===== src/rtl/result_deskew.sv =====
// result_deskew: realigns the skewed column outputs of a DIM x DIM systolic
// array into whole rows, stores one DIM x DIM result matrix and serves it a
// row at a time.
//
// Ports
//   clk, rst_n        clock, asynchronous active-low reset
//   start, clr        arm a capture (IDLE only) / abandon and return to IDLE
//   cin, cin_valid    skewed column data and per-column qualifiers
//   rd_req, rd_row    row read request and row index (FULL only)
//   rd_data, rd_valid row read back, valid one cycle after rd_req
//   busy, done        state flags: CAPTURE / FULL
//   ovf               (only with RESULT_DESKEW_OVF_EN) sticky overflow flag
//
// Optional feature: define RESULT_DESKEW_OVF_EN to add the ovf output.
module result_deskew #(
  parameter int BITS_C = 16,
  parameter int DIM    = 8
) (
  input  logic                     clk,
  input  logic                     rst_n,
  input  logic                     start,
  input  logic                     clr,
  input  logic signed [BITS_C-1:0] cin [DIM],
  input  logic [DIM-1:0]           cin_valid,
  input  logic                     rd_req,
  input  logic [$clog2(DIM)-1:0]   rd_row,
  output logic signed [BITS_C-1:0] rd_data [DIM],
  output logic                     rd_valid,
  output logic                     busy,
  output logic                     done
`ifdef RESULT_DESKEW_OVF_EN
  ,
  output logic                     ovf
`endif
);

  localparam int RW = $clog2(DIM);
  // row_cnt carries one extra bit so it can hold DIM once the matrix is full
  localparam logic [RW:0] DIM_W  = (RW+1)'(DIM);
  localparam logic [RW:0] LAST_W = (RW+1)'(DIM - 1);

  typedef enum logic [1:0] {
    IDLE    = 2'd0,
    CAPTURE = 2'd1,
    FULL    = 2'd2
  } state_t;

  state_t                    state_r;
  state_t                    state_nxt_s;
  logic [RW:0]               row_cnt_r;
  logic                      start_acc_s;
  logic                      dsk_clr_s;
  logic                      wr_en_s;
  logic                      rd_acc_s;
  logic [RW-1:0]             rd_idx_s;
  logic signed [BITS_C-1:0]  al_data_s [DIM];
  logic [DIM-1:0]            al_vld_s;
  logic signed [BITS_C-1:0]  row_buf_r [DIM][DIM];

  assign start_acc_s = (state_r == IDLE) && start && !clr;
  assign dsk_clr_s   = start_acc_s || clr;
  // column 0 is the most delayed column, so its valid marks a complete row
  assign wr_en_s     = (state_r == CAPTURE) && al_vld_s[0] && !clr;
  assign rd_acc_s    = (state_r == FULL) && rd_req;

  // Out-of-range row indices fall back to row 0
  always_comb begin
    rd_idx_s = '0;
    if ({1'b0, rd_row} < DIM_W) begin
      rd_idx_s = rd_row;
    end else begin
      rd_idx_s = '0;
    end
  end

  // Deskew: column j is delayed by DIM-1-j stages, data and valid together
  for (genvar j = 0; j < DIM; j++) begin : g_col
    localparam int DEPTH = DIM - 1 - j;
    if (DEPTH == 0) begin : g_pass
      assign al_data_s[j] = cin[j];
      assign al_vld_s[j]  = cin_valid[j];
    end else begin : g_dly
      logic signed [BITS_C-1:0] data_r [DEPTH];
      logic [DEPTH-1:0]         vld_r;

      // Per-column delay line, cleared whenever a capture is armed or abandoned
      always_ff @(posedge clk or negedge rst_n) begin
        if (!rst_n) begin
          for (int k = 0; k < DEPTH; k++) data_r[k] <= '0;
          vld_r <= '0;
        end else if (dsk_clr_s) begin
          for (int k = 0; k < DEPTH; k++) data_r[k] <= '0;
          vld_r <= '0;
        end else begin
          data_r[0] <= cin[j];
          vld_r[0]  <= cin_valid[j];
          for (int k = 1; k < DEPTH; k++) begin
            data_r[k] <= data_r[k-1];
            vld_r[k]  <= vld_r[k-1];
          end
        end
      end

      assign al_data_s[j] = data_r[DEPTH-1];
      assign al_vld_s[j]  = vld_r[DEPTH-1];
    end
  end

  // Next-state logic; clr overrides everything, start only counts in IDLE
  always_comb begin
    state_nxt_s = state_r;
    case (state_r)
      IDLE: begin
        if (start) state_nxt_s = CAPTURE;
        else       state_nxt_s = IDLE;
      end
      CAPTURE: begin
        if (wr_en_s && (row_cnt_r == LAST_W)) state_nxt_s = FULL;
        else                                  state_nxt_s = CAPTURE;
      end
      FULL:    state_nxt_s = FULL;
      default: state_nxt_s = IDLE;
    endcase
    if (clr) begin
      state_nxt_s = IDLE;
    end else begin
      state_nxt_s = state_nxt_s;
    end
  end

  // State register, row counter and registered status flags
  always_ff @(posedge clk or negedge rst_n) begin
    if (!rst_n) begin
      state_r   <= IDLE;
      row_cnt_r <= '0;
      busy      <= 1'b0;
      done      <= 1'b0;
    end else begin
      state_r <= state_nxt_s;
      busy    <= (state_nxt_s == CAPTURE);
      done    <= (state_nxt_s == FULL);
      if (dsk_clr_s) begin
        row_cnt_r <= '0;
      end else if (wr_en_s) begin
        row_cnt_r <= row_cnt_r + {{RW{1'b0}}, 1'b1};
      end
    end
  end

  // Row buffer: no reset, contents are only meaningful after a full capture
  always_ff @(posedge clk) begin
    if (wr_en_s) begin
      for (int j = 0; j < DIM; j++) row_buf_r[row_cnt_r[RW-1:0]][j] <= al_data_s[j];
    end
  end

  // Read port: one-cycle latency, rd_data holds between accepted reads
  always_ff @(posedge clk or negedge rst_n) begin
    if (!rst_n) begin
      rd_valid <= 1'b0;
      for (int j = 0; j < DIM; j++) rd_data[j] <= '0;
    end else begin
      rd_valid <= rd_acc_s;
      if (rd_acc_s) begin
        for (int j = 0; j < DIM; j++) rd_data[j] <= row_buf_r[rd_idx_s][j];
      end
    end
  end

`ifdef RESULT_DESKEW_OVF_EN
  // Sticky overflow: traffic after the matrix is complete
  always_ff @(posedge clk or negedge rst_n) begin
    if (!rst_n) begin
      ovf <= 1'b0;
    end else if (start || clr) begin
      ovf <= 1'b0;
    end else if (((state_r == FULL) && (|cin_valid)) ||
                 ((|al_vld_s) && (row_cnt_r == DIM_W))) begin
      ovf <= 1'b1;
    end
  end
`else
  // Only column 0's aligned valid drives the write; the rest stay unread
  logic vld_unused_s;
  assign vld_unused_s = ^al_vld_s;
`endif

endmodule


===== config.mk =====
export PLATFORM = sky130hd
export DESIGN_NAME = result_deskew
export DESIGN_NICKNAME = d
export VERILOG_FILES = /design/src/rtl/result_deskew.sv
export SDC_FILE = /design/constraint.sdc
export NUM_CORES = 1
export LEC_CHECK = 0
export ABC_CLOCK_PERIOD_IN_PS = 9900
export CAP_MARGIN = 0
export CORE_MARGIN = 3
export CORE_UTILIZATION = 50
export DETAILED_ROUTE_END_ITERATION = 7
export PLACE_DENSITY_LB_ADDON = 0.15
export SLEW_MARGIN = 10
export SYNTH_ARGS = -nofsm -noshare
export SYNTH_HDL_FRONTEND = slang
export SYNTH_SLANG_ARGS = --single-unit
export TNS_END_PERCENT = 5

===== constraint.sdc =====
create_clock -name clk -period 9.9 [get_ports clk]
set_input_delay 2.97 -clock clk [delete_from_list [all_inputs] [get_ports clk]]
set_output_delay 2.97 -clock clk [all_outputs]
set_load 0.005 [all_outputs]

# ---- Word level (Yosys, flattened, before mapping)
# Memory sizes are Yosys's and may differ from the RTL's. A register that Yosys moved wholly into a read port is not among the register bits.
# Index checks and enable logic that the tools add are counted.
dict set report word_totals {
  rom_bits 0
  latch_bits 0
  n_memories 1
  regBits 464
  mem_bits_rw 1024
  output_inout_bits 131
}
# memory words width rd rd_clocked_by_memory_dff wr line_no
set memory_table {}
lappend memory_table {row_buf_r 8 128 1 1 1 58} ;# logic signed [BITS_C-1:0] row_buf_r [DIM][DIM];
dict set report classes {
  shift 0
  n_reduce_logical 11
  multipliers 0
  n_lt_le_gt_ge 0
  n_mux 16
  addsub 1
  n_div 0
  eq_ne 5
  n_bitwise 0
}
# op n
set ops {}
lappend ops {{2-to-1 mux 112 bit} 1}
lappend ops {{2-to-1 mux 96 bit} 1}
lappend ops {{2-to-1 mux 80 bit} 1}
lappend ops {{2-to-1 mux 64 bit} 1}
lappend ops {{2-to-1 mux 48 bit} 1}
lappend ops {{2-to-1 mux 32 bit} 1}
lappend ops {{2-to-1 mux 16 bit} 1}
lappend ops {{2-to-1 mux 4 bit} 2}
lappend ops {{2-to-1 mux 7 bit} 1}
lappend ops {{logical AND 1 bit} 6}
lappend ops {{one-hot mux 2 bit (3 select lines)} 1}
lappend ops {{adder 4 x 1 -> 4 bit (second input constant)} 1}
lappend ops {{== test 2 x 1 -> 1 bit (second input constant)} 2}
lappend ops {{== test 2 bit (second input constant)} 2}
lappend ops {{== test 4 x 3 -> 1 bit (second input constant)} 1}
lappend ops {{2-to-1 mux 2 bit} 2}
lappend ops {{2-to-1 mux 1 bit} 3}
lappend ops {{zero test 1 bit} 2}
lappend ops {{zero test 2 bit} 1}
lappend ops {{nonzero test 2 bit} 1}
lappend ops {{logical OR 1 bit} 1}

# ---- Longest topological paths before layout
# Gate-level depths: netlist of run 1.
dict set report logic_depth {
  ltp_word 8
  depth_mapped 6
}

# ---- Worst setup path after synthesis of run 1
# No wires, ideal clock.
dict set report synth_path {
  path_type {input -> register}
  start {in clr}
  end {mem row_buf_r[1][0] in the netlist's numbering (enable)}
  cell_stages 3
  setup_ns 0.772
  path_slack_ns -3.007
  arrival_time_ns 12.135
  path_buffers 0
  cell_sequence {nand4bb_1 -> or2_2 -> nor3_1}
}
dict set report synth_via {
  elab_chain_len 4
}
# element line_no
set synth_lines {}
lappend synth_lines {{from (decl)} 22} ;# input logic clr,
lappend synth_lines {{zero test 1 bit} 63} ;# assign wr_en_s = (state_r == CAPTURE) && al_vld_s[0] && !clr;
lappend synth_lines {{logical AND 1 bit} 63}
lappend synth_lines {{2-to-1 mux 1 bit} 152} ;# if (wr_en_s) begin
lappend synth_lines {{2-to-1 mux 1 bit (implied by the code)} 153} ;# for (int j = 0; j < DIM; j++) row_buf_r[row_cnt_r[RW-1:0]][j] <= al_data_s[j];
lappend synth_lines {{to (decl)} 58}
# Every way passes these cells.

# ---- Final worst setup path of run 1
dict set report layout_path {
  start {in clr}
  end {mem row_buf_r[7][109] in the netlist's numbering (enable)}
}
# Same word-level chain as after synthesis.

==> results of run 1 <==
## power by group
group          total, mW  leakage [nW]  internal (mW)  switching (mW)
logic              0.600          6.44          0.281           0.319
clock network       6.17          2.71           3.68            2.49
registers           7.29          17.3           7.23          0.0607
total               14.1          26.4           11.2            2.87
## cells in the mapped netlist
| master | n |
|---|---|
| nor2b_1 | 1 |
| buf_4 | 9 |
| nor2_1 | 11 |
| edfxtp_1 | 1024 |
| o21ai_0 | 1 |
| inv_1 | 2 |
| o31ai_1 | 46 |
| nand2_1 | 130 |
| a22o_1 | 128 |
| and2_1 | 455 |
| mux2i_1 | 257 |
| buf_12 | 9 |
| o31ai_2 | 83 |
| or4_1 | 1 |
| nand3b_1 | 3 |
| a2111oi_0 | 2 |
| buf_1 | 15 |
| buf_8 | 7 |
| xnor2_1 | 1 |
| clkbuf_2 | 1 |
| ha_1 | 1 |
| a21oi_2 | 1 |
| nand2b_1 | 6 |
| buf_6 | 25 |
| nand4bb_1 | 1 |
| clkbuf_1 | 96 |
| or3_1 | 1 |
| nor3_1 | 2 |
| and4b_1 | 1 |
| a21oi_1 | 4 |
| a21o_1 | 1 |
| o22ai_1 | 128 |
| dfrtp_1 | 592 |
| mux2_2 | 256 |
| or2_2 | 1 |
| buf_2 | 30 |
## kinds of logic (layout without fill, tap and decap cells)
family / count (synthesis) / after routing
compound gates: 394 / 394
xor+xnor: 1 / 1
fa+ha+maj: 1 / 1
buf+inv: 194 / 615
flops: 1616 / 1616
mux: 513 / 513
simple gates: 613 / 613
## cell usage in the layout, fill, tap and decap left out, types with 6 or more instances in the layout
| cell | instances |
|---|---|
| edfxtp_1 | 1024 |
| dfrtp_1 | 592 |
| and2_1 | 455 |
| clkdlybuf4s50_1 | 265 |
| mux2i_1 | 257 |
| mux2_2 | 256 |
| clkbuf_16 | 169 |
| nand2_1 | 129 |
| a22o_1 | 128 |
| o22ai_1 | 128 |
| o31ai_2 | 83 |
| o31ai_1 | 46 |
| clkbuf_1 | 37 |
| clkbuf_8 | 31 |
| clkinv_2 | 29 |
| buf_4 | 23 |
| buf_12 | 16 |
| bufinv_16 | 12 |
| clkinv_1 | 12 |
| nor2_4 | 7 |
| inv_6 | 7 |
| clkinvlp_4 | 6 |
## path summary, 6_finish.rpt
path | cells past startpoint | from | to
max reg2reg | 4 | state_r[1]$_DFF_PN0_ | row_buf_r[7][109]$_DFFE_PP_
max | 5 | clr | row_buf_r[7][109]$_DFFE_PP_
max in group asynchronous | 2 | rst_n | g_col[1].g_dly.data_r[93]$_DFF_PN0_
min in group asynchronous | 1 | rst_n | g_col[4].g_dly.data_r[37]$_DFF_PN0_
min reg2reg | 1 | g_col[0].g_dly.data_r[46]$_DFF_PN0_ | g_col[0].g_dly.data_r[30]$_DFF_PN0_
min | 1 | g_col[0].g_dly.data_r[46]$_DFF_PN0_ | g_col[0].g_dly.data_r[30]$_DFF_PN0_
## flip-flops by register name, indices dropped and copies added (netlist names)
register and flops:
state_r 2, row_buf_r 1024, done 1, al_data_s 96
rd_data 128, row_cnt_r 4, busy 1, rd_valid 1
g_col.g_dly.vld_r 7, g_col.g_dly.data_r 352
## metal layers
metal | routed length [um] | track usage | up-vias
li1 | - | - | 13000
met1 | 55400 | 0.290 | 15100
met2 | 59700 | 0.335 | 728
met3 | 6160 | 0.0334 | 183
met4 | 2860 | 0.0623 | 0
met5 | 0 | 0 | -
## metrics by stage
step	setup WS (ns)	power, mW
global route	4.24	14.5
detailed placement	3.56	8.04
global placement	3.59	8.02
floorplan	-2.89	7.72
CTS	4.36	14.2
finish	4.36	14.1
## area by class of cell
type                            count  area (sq um)  area share
Sequential cell                  1616         45600       0.664
Multi-Input combinational cell   1522         12400       0.181
Clock buffer                      237          4790      0.0699
Timing Repair Buffer              306          3180      0.0463
Tap cell                         1524          1910      0.0278
Clock inverter                     70           716      0.0104
Inverter                            2          7.51    0.000109
==> reports/results.tsv, run 1 <==
metric	value	unit
fmax	0.180	GHz
critPathKind	in2reg	
fin_crit_sh	0.560	
fin_area	68600	sq um
first_pass_iters	5	
critPathMaxStageDelay	0.76	ns
synth-compound-area-share	0.0569	
placed_cells	4970	
synth_nets	3477	
ys.warnings.count	0	
worst_pin_slew	1.17	ns
coreArea	117000	sq um
pin_count	275	
drc	0	
clock-sinks	1616	
clock_skew	0.0248	ns
nets	3757	
crit_buf_inv	2	
fin_util	0.588	
drtAntennaViolNets	0	
root_buffer	clkbuf_16	
synth.distinct_cells	36	
cts_hold_buf	0	
clk_latency	0.76	ns
relSlewSlack	0.220	
grt_max_degree	275	
first_iter_violations	1945	
grt_pass1_vias	31200	
grt_use_total	0.206	
cp_cell_sequence	clkdlybuf4s50_1, nand4bb_1, or2_2, nor2_4, buf_4	
finalSetupTns	0	ns
htreeDepth	4	
critical-path-top-delay-family	simple AND/OR/NAND/NOR gates	
cp.required	10.26	ns
hpwl	60100	um
die_area	122000	sq um
antenna_cells	0	
wire_per_inst	23.5	um
hold_ws	0.433	ns
netlist_instances	3332	
worst_path_max_delay_cell	nor2_4	
grt_first_pass_wirelength	189000	um
clkTransAtPathRegs	0.06	ns
yosys.area_share.simple	0.0591	
hold_viol_final	0	
synth_top_area_cell	edfxtp_1	
start_kind	input pin	
p_leak	26.4	nW
io_buffers	267	
synthAdderAreaFrac	0.000212	
syn_area	59100	sq um
postSynthAreaPerCell	17.7	sq um
yosys-top-cells-area	edfxtp_1 52%, dfrtp_1 25%, mux2_2 4.9%, and2_1 4.8%, mux2i_1 4.4%	
rrSetupSlack	6.72	ns
rows	125	
hp-class	reg2reg	
postCtsSetupRepairBufs	0	
powerDensity	205	nW/um^2
cts_tree	done	
rsz0062_at_grt	false	
status	completed	
drive_above_1_share	0.174	
synth_seq_cells	1616	
grt_overflow	0	
final.min_clock_period	5.54	ns
setup_viol	0	
cap_violations	0	
dpl_cell_area	63100	sq um
cp-end-kind	flip-flop	
ir_drop	0.000164	V
area_growth	16.0	%
chipWidth	350	um
die_h	350	um
seq_area_frac_synth	0.771	
num_vias	29000	
synthMuxAreaShare	0.0923	
wl	124000	um
synth_top_family_by_area	multiplexers	
synth_xor_area_frac	0.000148	
yosysTopAreaCellShare	0.520	
cts_max_path_buffers	3	
place.gp.congestion	0.707	
path_max_fanout	44	
numCtsBuffers	164	
n_fill_cell	8598	
postCtsResizedCells	0	
slew_violations	0	
start_util	0.507	
critical_path_arrival	5.90	ns
viasPerCell	5.49	
stdcell_count	5277	
antenna_found_initial	2	
Power figures use the tool's default switching activity.
==> run 2, diff against run 1 <==
Settings changed: ABC_CLOCK_PERIOD_IN_PS 9900 to 5580.
Clock period 9.9 ns to 5.58 ns, I/O delays scaled along.
==> run 2 against run 1 <==
Effect of this change: utilization is 0.44 points higher; highest routed layer unchanged; total power rose by 77%; largest power group unchanged; via count grew 0.61%; first-iteration DRC count up 8.3%; largest cell class unchanged; register-to-register slack worse by 3.7 ns; cell area grew 0.75%; flip-flop and latch count is the same; non-clock buffer count grew 33.
==> reports/results.tsv, run 2 (synthesized netlist as in run 1, its figures left out) <==
metric	value	unit	change
cap_violations	0		unchanged
rows	125		unchanged
antenna_cells	0		unchanged
final_common_cell	edfxtp_1		
register_area	45600	sq um	unchanged
antenna_found_initial	0		-2
cp-end-kind	flip-flop		
multi_input_area	12500	sq um	+0.20%
largest_reg_flops	1024		unchanged
cts_max_path_buffers	3		unchanged
hpwl	65900	um	+9.7%
clkTransAtPathRegs	0.06	ns	about the same
hold_viol_final	0		unchanged
critical_path_arrival	4.03	ns	-1.87 ns
final_cell_mix	1024 x edfxtp_1, 592 x dfrtp_1, 455 x and2_1		
clock_skew	0.0297	ns	+0.00495 ns
worst_pin_slew	1.04	ns	-0.130 ns
fmax	0.275	GHz	
setup_viol	0		unchanged
first_pass_iters	5		unchanged
ir_drop	0.000288	V	+76%
start_util	0.507		unchanged
cts_tree	done		
worst_path_max_delay_cell	nor2_4		
critical-path-top-delay-family	simple AND/OR/NAND/NOR gates		
clock-sinks	1616		unchanged
fin_crit_sh	0.652		
io_buffers	267		unchanged
slew_violations	0		unchanged
rsz0062_at_grt	false		
relSlewSlack	0.307		+0.0868
first_iter_violations	2107		+8.3%
hold_ws	0.430	ns	-0.00290 ns
numCtsBuffers	164		unchanged
grt_use_total	0.206		about the same
hp-class	reg2reg		
cts_hold_buf	0		unchanged
dpl_cell_area	63700	sq um	+0.97%
die_area	122000	sq um	unchanged
grt_pass1_vias	31100		-0.22%
drive_above_1_share	0.178		+0.00405
root_buffer	clkbuf_16		
cp_cell_sequence	clkdlybuf4s50_1, nand4bb_4, nand2b_1, nor2_4, buf_12		
num_vias	29100		+0.61%
grt_first_pass_wirelength	189000	um	+0.27%
status	completed		
place.gp.congestion	0.740		+4.7%
critPathKind	in2reg		
die_h	350	um	unchanged
wire_per_inst	23.5	um	-0.16%
final.min_clock_period	3.64	ns	
viasPerCell	5.49		+0.10%
wl	124000	um	+0.35%
postCtsResizedCells	0		unchanged
cp.required	5.97	ns	-4.29 ns
grt_overflow	0		unchanged
n_fill_cell	8641		+0.50%
pin_count	275		unchanged
critPathMaxStageDelay	0.72	ns	-0.04 ns
chipWidth	350	um	unchanged
area_growth	16.9	%	
nets	3790		+0.88%
crit_buf_inv	2		unchanged
htreeDepth	4		unchanged
drtAntennaViolNets	0		unchanged
postCtsSetupRepairBufs	0		unchanged
coreArea	117000	sq um	unchanged
powerDensity	360	nW/um^2	+76%
grt_max_degree	109		-60%
drc	0		unchanged
p_leak	26.5	nW	+0.38%
start_kind	input pin		
fin_area	69100	sq um	+0.75%
path_max_fanout	40		-9.1%
clk_latency	0.74	ns	-0.02 ns
run 2: cell count changes in the layout (fill, tap and decap cells not counted), sizes merged:
cell and delta:
clkinv +3, clkbuf -9, clkinvlp -3, inv -3
buf +33, bufinv +6
run 2: layout make-up:
class | count | area share
clock inverters | 73 | 0.0122
inverters | 2 | 0.000109
well taps | 1524 | 0.0276
flip-flops and latches | 1616 | 0.659
repair buffers | 339 | 0.0544
clock buffers | 228 | 0.0661
multi-input cells | 1522 | 0.180
run 2: worst paths after layout:
path	startpoint	to	slack, ns	cells after the start
setup reg to reg	state_r[1]$_DFF_PN0_	row_buf_r[4][109]$_DFFE_PP_	3.02	4
hold reg to reg	g_col[2].g_dly.data_r[25]$_DFF_PN0_	al_data_s[89]$_DFF_PN0_	0.43	1
min in group asynchronous	rst_n	g_col[4].g_dly.data_r[41]$_DFF_PN0_	0.94	1
setup / recovery	clr	row_buf_r[4][109]$_DFFE_PP_	1.94	5
hold / removal	g_col[2].g_dly.data_r[25]$_DFF_PN0_	al_data_s[89]$_DFF_PN0_	0.43	1
max in group asynchronous	rst_n	rd_data[36]$_DFFE_PN0P_	3.55	2
run 2: metrics by stage:
stage	setup TNS [ns]	power (mW)	instances	setup slack [ns]	util
CTS	0	25.2	5304	1.98	0.592
finish	0	24.9	5304	1.94	0.592
global route	0	25.8	5304	1.86	0.592
floorplan	-296.60	13.7	3332	-0.380	-
global placement	0	14.3	5003	1.22	0.546
detailed placement	0	14.3	5003	1.18	0.546
run 2: where the power goes:
| part | switching, mW | total, mW | internal [mW] |
|---|---|---|---|
| registers | 0.113 | 12.9 | 12.8 |
| clock network | 4.32 | 10.9 | 6.54 |
| logic | 0.564 | 1.08 | 0.517 |
| total | 5.00 | 24.9 | 19.9 |
run 2: layer usage:
layer | track usage | part of all wire | vias up
li1 | - | - | 13000
met5 | 0 | 0 | -
met1 | 0.286 | 0.44 | 15100
met3 | 0.0394 | 0.056 | 218
met2 | 0.335 | 0.48 | 753
met4 | 0.0627 | 0.025 | 0
==> run 3, diff against run 2 <==
Settings changed: ABC_CLOCK_PERIOD_IN_PS 5580 to 3600.
Clock period 5.58 ns to 3.6 ns, I/O delays scaled along.
==> run 3 against run 2 <==
Effect of this change: critical path depth shrank 4; global-route usage grew 0.26 points; first-iteration DRC count shrank 2.4%; highest routed layer is now met5; clock skew shrank 0.010 ns; sequential power grew 56%; count of clock-buffer cells in the layout grew 14; clock power grew 49%; utilization grew 0.46 points.
==> reports/results.tsv, run 3 (synthesized netlist as in run 1, its figures left out) <==
metric	value	unit	change
cp_cell_sequence	clkdlybuf4s50_1		
critPathKind	reg2out		
start_util	0.507		unchanged
slew_violations	0		unchanged
drtAntennaViolNets	0		unchanged
hold_ws	0.298	ns	-0.132 ns
hold_viol_final	0		unchanged
clk_latency	0.74	ns	about the same
coreArea	117000	sq um	unchanged
drc	0		unchanged
r2r_cells	5		+1
cts_hold_buf	0		unchanged
dpl_cell_area	64400	sq um	+1.1%
viasPerCell	5.46		-0.55%
io_buffers	267		unchanged
finalSetupTns	0	ns	unchanged
num_vias	29300		+0.44%
status	completed		
setup_viol	0		unchanged
hp-class	in2async		
numCtsBuffers	162		-1.2%
final.min_clock_period	2.90	ns	
cts_tree	done		
critical-path-top-delay-family	buffers and inverters		
place.gp.congestion	0.738		-0.28%
crit_cells	1		-4
powerDensity	545	nW/um^2	+51%
final_common_cell	edfxtp_1		
critPathMaxStageDelay	0.57	ns	-0.15 ns
first_pass_iters	6		+1
fmax	0.344	GHz	
relSlewSlack	0.559		+0.252
cp-end-kind	output port		
start_kind	flip-flop		
p_total	38.0	mW	+53%
worst_pin_slew	0.662	ns	-0.378 ns
clkTransAtPathRegs	0.06	ns	about the same
worst_path_max_delay_cell	clkdlybuf4s50_1		
final_cell_mix	1024 x edfxtp_1, 592 x dfrtp_1, 455 x and2_1		
rows	125		unchanged
p_leak	26.8	nW	+1.0%
postCtsSetupRepairBufs	0		unchanged
chipWidth	350	um	unchanged
htreeDepth	4		unchanged
ir_drop	0.000484	V	+68%
hpwl	69500	um	+5.5%
cts_max_path_buffers	3		unchanged
area_growth	17.8	%	
largest_reg_flops	1024		unchanged
grt_use_total	0.209		+0.00258
die_area	122000	sq um	unchanged
clock-sinks	1616		unchanged
path_max_fanout	2		-95%
root_buffer	clkbuf_16		
crit_buf_inv	1		-1
grt_first_pass_wirelength	192000	um	+1.2%
cp.required	2.52	ns	-3.45 ns
rsz0062_at_grt	false		
grt_pass1_vias	31100		+0.12%
cap_violations	0		unchanged
nets	3841		+1.3%
grt_max_degree	123		+13%
wire_per_inst	23.4	um	-0.11%
critical_path_arrival	1.82	ns	-2.21 ns
die_h	350	um	unchanged
first_iter_violations	2057		-2.4%
grt_overflow	0		unchanged
antenna_found_initial	5		+5
drive_above_1_share	0.188		+0.00990
postCtsResizedCells	0		unchanged
wl	126000	um	+0.89%
pin_count	275		unchanged
fin_crit_sh	0.806		
clock_skew	0.0194	ns	-0.0103 ns
fin_area	69600	sq um	+0.78%
==> run 3: through the flow <==
step | instances | utilization | setup WS, ns
global route | 5355 | 0.597 | 0.639
finish | 5357 | 0.597 | 0.697
floorplan | 3332 | - | -1.51
global placement | 5056 | 0.552 | 0.376
CTS | 5355 | 0.597 | 0.635
detailed placement | 5056 | 0.552 | 0.392
==> run 3: per-layer routing <==
metal,wire length [um],track usage
met4,2350,0.0534
met3,5800,0.0346
met5,13,0
met1,56600,0.297
met2,60800,0.339
==> run 3: final timing paths <==
check / startpoint / endpoint / slack (ns)
max: rd_data[116]$_DFFE_PN0P_ / rd_data[116] / 0.70
min: rst_n / g_col[4].g_dly.data_r[24]$_DFF_PN0_ / 0.30
max reg2reg: state_r[1]$_DFF_PN0_ / row_buf_r[1][27]$_DFFE_PP_ / 1.43
min reg2reg: g_col[0].g_dly.data_r[37]$_DFF_PN0_ / g_col[0].g_dly.data_r[21]$_DFF_PN0_ / 0.44
max in group asynchronous: rst_n / g_col[3].g_dly.data_r[24]$_DFF_PN0_ / 2.31
min in group clk: g_col[0].g_dly.data_r[37]$_DFF_PN0_ / g_col[0].g_dly.data_r[21]$_DFF_PN0_ / 0.44
==> run 3: report_power, final <==
part | total [mW] | internal (mW) | switching (mW) | leakage (nW)
Sequential | 20.1 | 19.9 | 0.187 | 17.2
Clock | 16.2 | 9.57 | 6.63 | 2.57
Combinational | 1.72 | 0.840 | 0.879 | 7.04
Total | 38.0 | 30.3 | 7.70 | 26.8
==> run 3: layout make-up <==
cell class	count	area [sq um]
multi-input combinational	1522	12500
fill	8535	47000
timing repair buffer	392	4480
antenna	2	5.00
clock inverter	57	450
tap	1524	1910
inverter	2	7.51
sequential	1616	45600
clock buffer	242	4760
